--- src/rtl/mvm_stream_core.sv ---
// mvm_stream_core: streaming matrix-vector multiply, Y = K * X.
// K is R x C and X has C elements. Operands arrive as bytes, K first and
// then X. The R results leave as words. If keep_k is high at the final
// output handshake, the stored K is reused and the next frame carries X only.
// Ports:
//   clk, rst             clock; synchronous active-high reset
//   s_data/s_valid/s_ready  input byte stream (element in the low bits)
//   m_data/m_valid/m_ready  output word stream (Y[0] .. Y[R-1])
//   keep_k               sampled on the last output handshake
//   busy                 high while computing or sending
//   done                 one-cycle pulse after the last output handshake
module mvm_stream_core #(
  parameter int R        = 2,
  parameter int C        = 2,
  parameter int W_X      = 4,
  parameter int W_K      = 4,
  parameter int W_Y_OUT  = 8,
  parameter int SIGNED   = 1,
  parameter int SATURATE = 1
) (
  input  logic               clk,
  input  logic               rst,
  input  logic [7:0]         s_data,
  input  logic               s_valid,
  output logic               s_ready,
  output logic [W_Y_OUT-1:0] m_data,
  output logic               m_valid,
  input  logic               m_ready,
  input  logic               keep_k,
  output logic               busy,
  output logic               done
);

  localparam int RC    = R * C;
  localparam int W_ACC = W_X + W_K + $clog2(C) + 1;
  localparam int CW    = ((W_ACC > W_Y_OUT) ? W_ACC : W_Y_OUT) + 1;
  localparam int KW    = (RC > 1) ? $clog2(RC) : 1;
  localparam int XW    = (C > 1) ? $clog2(C) : 1;
  localparam int YW    = (R > 1) ? $clog2(R) : 1;

  localparam logic [KW-1:0] LAST_K = KW'(RC - 1);
  localparam logic [XW-1:0] LAST_C = XW'(C - 1);
  localparam logic [YW-1:0] LAST_R = YW'(R - 1);

  localparam logic signed [CW-1:0] MAX_S = CW'((1 << (W_Y_OUT - 1)) - 1);
  localparam logic signed [CW-1:0] MIN_S = CW'(-(1 << (W_Y_OUT - 1)));
  localparam logic signed [CW-1:0] MAX_U = CW'((1 << W_Y_OUT) - 1);

  typedef enum logic [1:0] {LOAD_K, LOAD_X, COMPUTE, SEND} state_t;

  state_t state, state_next;

  logic [W_K-1:0]     k_mem [RC];
  logic [W_X-1:0]     x_mem [C];
  logic [W_Y_OUT-1:0] y_mem [R];

  // idx: K write index while loading, flat MAC index while computing.
  // col: X write index while loading, MAC column while computing.
  // row: MAC row while computing, output index while sending.
  logic [KW-1:0]    idx;
  logic [XW-1:0]    col;
  logic [YW-1:0]    row;
  logic [W_ACC-1:0] acc, prod, sum;
  logic             k_valid;

  // Only the low element bits of each input byte carry data.
  logic unused_hi;
  assign unused_hi = ^s_data;

  function automatic logic [W_ACC-1:0] ext_k(input logic [W_K-1:0] v);
    if (SIGNED != 0) return {{(W_ACC - W_K){v[W_K-1]}}, v};
    return {{(W_ACC - W_K){1'b0}}, v};
  endfunction

  function automatic logic [W_ACC-1:0] ext_x(input logic [W_X-1:0] v);
    if (SIGNED != 0) return {{(W_ACC - W_X){v[W_X-1]}}, v};
    return {{(W_ACC - W_X){1'b0}}, v};
  endfunction

  // The accumulator is widened by one bit so that both the signed limits and
  // the unsigned limit can be compared in a single signed domain.
  function automatic logic [W_Y_OUT-1:0] conv(input logic [W_ACC-1:0] s);
    logic signed [CW-1:0] a;
    a = signed'({{(CW - W_ACC){s[W_ACC-1]}}, s});
    if (SATURATE != 0) begin
      if (SIGNED != 0) begin
        if (a > MAX_S) return MAX_S[W_Y_OUT-1:0];
        if (a < MIN_S) return MIN_S[W_Y_OUT-1:0];
      end else begin
        if (a > MAX_U) return MAX_U[W_Y_OUT-1:0];
      end
    end
    return a[W_Y_OUT-1:0];
  endfunction

  // Product is taken modulo 2^W_ACC; with sign-extended operands this equals
  // the exact signed product because the accumulator width never overflows.
  always_comb begin
    prod = ext_k(k_mem[idx]) * ext_x(x_mem[col]);
    sum  = ((col == '0) ? '0 : acc) + prod;
  end

  always_ff @(posedge clk) begin
    if (rst) state <= LOAD_K;
    else     state <= state_next;
  end

  always_comb begin
    state_next = state;
    unique case (state)
      LOAD_K:  if (s_valid && idx == LAST_K) state_next = LOAD_X;
      LOAD_X:  if (s_valid && col == LAST_C) state_next = COMPUTE;
      COMPUTE: if (idx == LAST_K) state_next = SEND;
      SEND:    if (m_ready && row == LAST_R)
                 state_next = (keep_k && k_valid) ? LOAD_X : LOAD_K;
      default: state_next = LOAD_K;
    endcase
  end

  always_comb begin
    s_ready = (state == LOAD_K) || (state == LOAD_X);
    m_valid = (state == SEND);
    busy    = (state == COMPUTE) || (state == SEND);
    m_data  = m_valid ? y_mem[row] : '0;
  end

  always_ff @(posedge clk) begin
    if (rst) begin
      idx     <= '0;
      col     <= '0;
      row     <= '0;
      acc     <= '0;
      k_valid <= 1'b0;
      done    <= 1'b0;
    end else begin
      done <= 1'b0;
      unique case (state)
        LOAD_K: if (s_valid) begin
          k_mem[idx] <= s_data[W_K-1:0];
          if (idx == LAST_K) begin
            idx     <= '0;
            k_valid <= 1'b1;
          end else begin
            idx <= idx + 1'b1;
          end
        end
        LOAD_X: if (s_valid) begin
          x_mem[col] <= s_data[W_X-1:0];
          col        <= (col == LAST_C) ? '0 : col + 1'b1;
        end
        COMPUTE: begin
          acc <= sum;
          idx <= (idx == LAST_K) ? '0 : idx + 1'b1;
          if (col == LAST_C) begin
            y_mem[row] <= conv(sum);
            col        <= '0;
            row        <= (row == LAST_R) ? '0 : row + 1'b1;
          end else begin
            col <= col + 1'b1;
          end
        end
        SEND: if (m_ready) begin
          if (row == LAST_R) begin
            row  <= '0;
            done <= 1'b1;
          end else begin
            row <= row + 1'b1;
          end
        end
        default: ;
      endcase
    end
  end

endmodule

--- config.mk ---
export PLATFORM = sky130hd
export DESIGN_NAME = mvm_stream_core
export DESIGN_NICKNAME = d
export VERILOG_FILES = /design/src/rtl/mvm_stream_core.sv
export SDC_FILE = /design/constraint.sdc
export NUM_CORES = 1
export LEC_CHECK = 0
export ABC_AREA = 1
export CAP_MARGIN = 20
export CORE_ASPECT_RATIO = 0.7
export CORE_UTILIZATION = 30
export DETAILED_ROUTE_END_ITERATION = 8
export HOLD_SLACK_MARGIN = 0.05
export MAX_ROUTING_LAYER = met4
export SLEW_MARGIN = 30
export SYNTH_ARGS = -nofsm -noshare
export SYNTH_HDL_FRONTEND = slang
export SYNTH_SLANG_ARGS = --single-unit
--- constraint.sdc ---
create_clock -name clk -period 6.1 [get_ports clk]
set_input_delay 1.22 -clock clk [delete_from_list [all_inputs] [get_ports clk]]
set_output_delay 1.22 -clock clk [all_outputs]
set_load 0.05 [all_outputs]
==> results.yml, run 1 <==
status:
  status: "complete, no violations"
logic_synthesis:
  synth_top_cell_by_area: "edfxtp_1"
  synth_nets: 474
  ys_ff_latch: 62
  yosysMostFrequentCell: "nand2_1"
  synth_common_cells: "73 x nand2_1, 68 x inv_1, 47 x nor2_1"
  synthArstFlopShare_pct: 0
  synth-seq-area-share_pct: 43.7
  syn_area_per_cell_um2: 8.90
  synth_top_area_share_pct: 32.0
  synthFlopType: "edfxtp_1"
  synthCells: 422
  synth_area_leaders: "edfxtp_1 32%, dfxtp_1 12%, ha_1 9.7%"
  synth_enable_flop_cells: 40
  yosysWarnings: 0
  syn-cell-area_mm2: 0.00376
  ys_types: 37
cts:
  h-tree-depth: 3
  cts_buffers: 9
  clk_path_buf_depth: 2
  cts.sinks: 62
  ctsRootBufferMaster: "clkbuf_16"
  clk-insertion-delay-late_ns: 0.33
  holdBufCountCts: 0
  cts_tree: "yes"
  post-cts-setup-buffers: 0
  cts.repair.resized: 0
  clkTransAtPathRegs_ns: 0.05
sta:
  slew_viol_final: 0
  fin_crit_ns: 5.36
  fmax_mhz: 187
  worst_clock_skew_ns: 0.00977
  tightestPinTransition_ns: 0.646
  relSlewSlack_pct: 57.0
  setup_viol: 0
  tns_ns: 0
  finalCritPeriodShare_pct: 87.9
  hold_viol_final: 0
  grt_setup_unrepaired: "false"
placed_design:
  gp_congestion: 0.822
  port_buffers: 20
  post-dp-hpwl_um: 5610
drt:
  drt_iter0_drc: 142
  wl_per_cell_um: 11.7
  num_vias: 2744
  via_per_inst: 4.50
  routed_wl_um: 7160
  drc_errors: 0
  ant_nets: 0
  first_pass_iters: 4
floorplanning:
  die_w_um: 136
  start_util_pct: 31.5
  fp-row-count: 33
  boundaryPins: 25
  core_mm2: 0.0119
  die_area_mm2: 0.0130
  die_h_um: 95.6
setup_path:
  worstSetupPathType: "reg -> reg"
  reg2reg_to: "y_mem[1][5]"
  r2r_slack_ns: 0.74
  r2r_cells: 25
  required_ns: 6.17
  arrival_ns: 5.43
  startpoint_type: "flip-flop"
  crit_path_max_fanout: 9
  end_kind: "flip-flop"
min_path:
  min_from: "k_valid"
  hold_depth: 2
  holdPathEnd: "k_valid"
  hp-class: "reg -> reg"
grt:
  grt_usage_pct: 12.9
  gr-total-overflow: 0
  grt_pass1_vias: 2640
  grt_pass1_wl_um: 12500
  antenna_found_initial: 0
  grt_max_degree: 20
final_layout:
  drive_gt1_share_pct: 9.49
  syn2layout_area_growth_pct: 18.3
  insertedDiodeCount: 0
  fill_cells: 1178
  final_nets: 500
run:
  drv_cap: 0
-- layer usage --
| layer | global-route usage (%) | up-vias | routed length (um) |
|---|---|---|---|
| li1 | - | 1427 | - |
| met1 | 17.6 | 1253 | 3810 |
| met2 | 18.6 | 58 | 2900 |
| met3 | 3.62 | 6 | 390 |
| met4 | 3.37 | 0 | 64 |
| met5 | - | - | 0 |
-- worst max-delay path, cell delays in order, from the launching register on --
cell      delay, ns
dfxtp_1        0.58
nand2_1        0.10
nand3_1        0.13
nand2_1        0.10
or2_2          0.32
fa_1           0.48
fa_1           0.54
fa_1           0.42
inv_1          0.07
ha_1           0.16
inv_1          0.06
fa_1           0.41
nand3b_1       0.17
nand2_1        0.09
inv_1          0.04
nand2_1        0.11
nand2_1        0.10
nand2_4        0.08
nand2_4        0.07
ha_1           0.29
a21oi_1        0.19
nand3_1        0.14
nand2_1        0.11
nand3_1        0.12
nand2_4        0.13
nand2_1        0.09
-- final cells by class --
type | instances | area (um^2) | area share, %
Timing Repair Buffer | 22 | 215 | 4.84
Clock buffer | 15 | 300 | 6.76
Inverter | 73 | 282 | 6.33
Tap cell | 157 | 196 | 4.42
Sequential cell | 62 | 1640 | 36.9
Clock inverter | 1 | 8.76 | 0.197
Multi-Input combinational cell | 280 | 1800 | 40.5
-- layout by cell type (no fill, tap or decap), types with 2 or more instances in the layout --
cell type,count
ha_1,29
nor2_1,47
dfxtp_1,22
nand2_1,73
nand3b_1,2
nand4_1,2
inv_1,68
inv_2,2
nand3_2,5
clkbuf_1,3
o21bai_1,2
a21oi_1,25
o21ai_0,35
buf_4,2
nand2_4,7
nor4_1,3
edfxtp_1,40
xor2_1,5
nand2_2,8
xnor2_1,2
clkbuf_16,11
fa_1,10
a21o_1,2
clkdlybuf4s50_1,20
nand3_1,12
-- flip-flops by register name (all words and copies together), names as in the netlist, named ones only --
| name | flops |
|---|---|
| idx | 2 |
| row | 1 |
| col | 1 |
| acc | 10 |
| y_mem | 16 |
| k_valid | 1 |
| state | 2 |
| done | 1 |
| k_mem | 16 |
| x_mem | 8 |
-- stage by stage --
stage	cell area, um^2	utilization (%)	instances	setup slack [ns]	hold slack, ns
after CTS	4440	37.2	610	0.694	0.477
after floorplan	3760	-	422	1.26	0.428
final	4440	37.2	610	0.738	0.475
after global routing	4440	37.2	610	0.212	0.526
after detailed placement	4140	34.7	594	0.716	0.451
after global placement	4140	34.7	594	0.801	0.455
-- worst max path at each step --
| stage | endpoint | startpoint | slack [ns] | cells past startpoint |
|---|---|---|---|---|
| finish | y_mem[1][5] | flip-flop | 0.74 | 25 |
| CTS | y_mem[1][2] | flip-flop | 0.69 | 25 |
| global placement | y_mem[1][5] | flip-flop | 0.80 | 25 |
| floorplan | y_mem[0][2] | flip-flop | 1.26 | 27 |
| detailed placement | y_mem[1][5] | flip-flop | 0.72 | 25 |
| global route | y_mem[0][5] | flip-flop | 0.21 | 25 |
-- logic make-up (layout without fill, tap and decap cells) --
group,Yosys count,after routing,share of synthesized area [%]
AND/OR/NAND/NOR,163,163,20.9
flip-flops,62,62,43.7
XOR/XNOR,8,8,2.06
adder cells (fa/ha/maj),39,39,15.0
AO/OA/AOI/OAI,69,69,9.72
buffers and inverters,80,111,8.39
multiplexers,1,1,0.266
Power of run 1 is not shown: default switching activity piles up to over one toggle a cycle in this logic, so the estimate is an artifact.
==> run 2: changes to the inputs <==
--- a/config.mk
+++ b/config.mk
@@ -12,6 +12,8 @@
 export DETAILED_ROUTE_END_ITERATION = 8
 export HOLD_SLACK_MARGIN = 0.05
 export MAX_ROUTING_LAYER = met4
+export RECOVER_POWER = 100
+export REMOVE_ABC_BUFFERS = 1
 export SLEW_MARGIN = 30
 export SYNTH_ARGS = -nofsm -noshare
 export SYNTH_HDL_FRONTEND = slang
==> run 2 against run 1 <==
  * Fmax down 1.6%
  * Design area down 0.48%
  * First-iteration DRC count up 18%
  * Core utilization down 0.18 points
  * Clock-buffer cell count down 4
  * Cell count unchanged
  * Clock skew up 0.0025 ns
  * Sequential cell count unchanged
  * Wire length down 1.5%
  * Critical path depth unchanged
  * Global-route usage down 0.14 points
  * Via count up 1.0%
  * Highest routed layer unchanged
==> results.yml, run 2 (same netlist as run 1, synthesis figures left out) <==
status:
  status: "complete, no violations"
cts:
  h-tree-depth: 3
  cts.sinks: 62
  clk-insertion-delay-late_ns: 0.33
  clkTransAtPathRegs_ns: 0.06
  ctsRootBufferMaster: "clkbuf_16"
  clk_path_buf_depth: 2
  cts_buffers: 9
  cts_tree: "yes"
  cts.repair.resized: 0
  post-cts-setup-buffers: 0
  holdBufCountCts: 0
run:
  drv_cap: 0
min_path:
  min_from: "k_valid"
  hp-class: "reg -> reg"
sta:
  tightestPinTransition_ns: 0.610
  setup_viol: 0
  finalCritPeriodShare_pct: 89.3
  fmax_mhz: 184
  tns_ns: 0
  slew_viol_final: 0
  hold_viol_final: 0
  grt_setup_unrepaired: "false"
  whs_ns: 0.463
  worst_clock_skew_ns: 0.0122
  relSlewSlack_pct: 59.3
  fin_crit_ns: 5.45
final_layout:
  fin_area_mm2: 0.00442
  layout.cells.most_common: "nand2_1"
  insertedDiodeCount: 0
  layout_common_cells: "80 x nand2_1, 69 x inv_1, 47 x nor2_1"
  reg.largest.list: "k_mem x16, y_mem x16, acc x10"
  drive_gt1_share_pct: 7.51
  final_nets: 500
  syn2layout_area_growth_pct: 17.7
  final_util_pct: 37.1
placed_design:
  post-dp-hpwl_um: 5580
  placed_cell_area_mm2: 0.00414
  gp_congestion: 0.810
  port_buffers: 20
setup_path:
  startpoint_type: "flip-flop"
  crit_slowest_cell: "dfxtp_1"
  end_kind: "flip-flop"
  worstSetupPathType: "reg -> reg"
  crit_path_max_fanout: 9
  critical-path-max-stage-delay_ns: 0.56
  crit_top_cell: "nand2_1"
  arrival_ns: 5.52
  required_ns: 6.18
floorplanning:
  die_w_um: 136
  fp-row-count: 33
  core_mm2: 0.0119
  die_h_um: 95.6
  start_util_pct: 31.5
  die_area_mm2: 0.0130
  boundaryPins: 25
drt:
  ant_nets: 0
  num_vias: 2772
  first_pass_iters: 4
  via_per_inst: 4.54
  drc_errors: 0
  drt_iter0_drc: 168
  routed_wl_um: 7050
  wl_per_cell_um: 11.6
grt:
  gr-total-overflow: 0
  antenna_found_initial: 0
  grt_pass1_vias: 2657
  grt_max_degree: 20
  grt_pass1_wl_um: 12300
  grt_usage_pct: 12.8
[run 2: cell types whose count changed in the layout (fill, tap and decap cells not counted), sizes merged]
cell	delta
clkdlybuf4s50	-18
dlygate4sd3	+18
buf	-2
bufinv	+2
clkbuf	-2
clkinvlp	+1
inv	+1
[run 2: final cells by class]
class | count | area (um^2)
multi-input combinational | 280 | 1770
inverter | 73 | 282
clock buffer | 11 | 243
timing repair buffer | 22 | 208
tap | 157 | 196
fill | 1188 | 7510
clock inverter | 5 | 80.1
sequential | 62 | 1640
[run 2: path summary, 6_finish.rpt]
path,end,slack (ns),depth (start not counted)
worst max-delay path,y_mem[1][5],0.65,25
worst min-delay path,k_valid,0.46,2
worst max register to register,y_mem[1][5],0.65,25
worst min register to register,k_valid,0.46,2
[run 2: metrics by stage]
| step | cells | worst slack, ns |
|---|---|---|
| after floorplan | 415 | 1.19 |
| after global placement | 594 | 0.804 |
| after detailed placement | 594 | 0.704 |
| after CTS | 610 | 0.678 |
| after global routing | 610 | 0.166 |
| final | 610 | 0.653 |
[run 2: routing by layer]
layer  vias up  track usage [%]  part of all wire [%]
met5         -                -                     0
met4         0             3.65                   1.0
met3         7             3.83                   4.7
met2        41             17.6                    40
met1      1301             17.7                    54
li1       1423                -                     -
[run 2: critical path, delay by kind of cell, from the launching register on]
| family | cells | cell delay [ns] |
|---|---|---|
| simple gates | 14 | 1.80 |
| compound gates | 1 | 0.17 |
| fa+ha+maj | 6 | 2.35 |
| buf+inv | 4 | 0.28 |
| flops | 1 | 0.56 |
Power of run 2 is left out for the same reason.
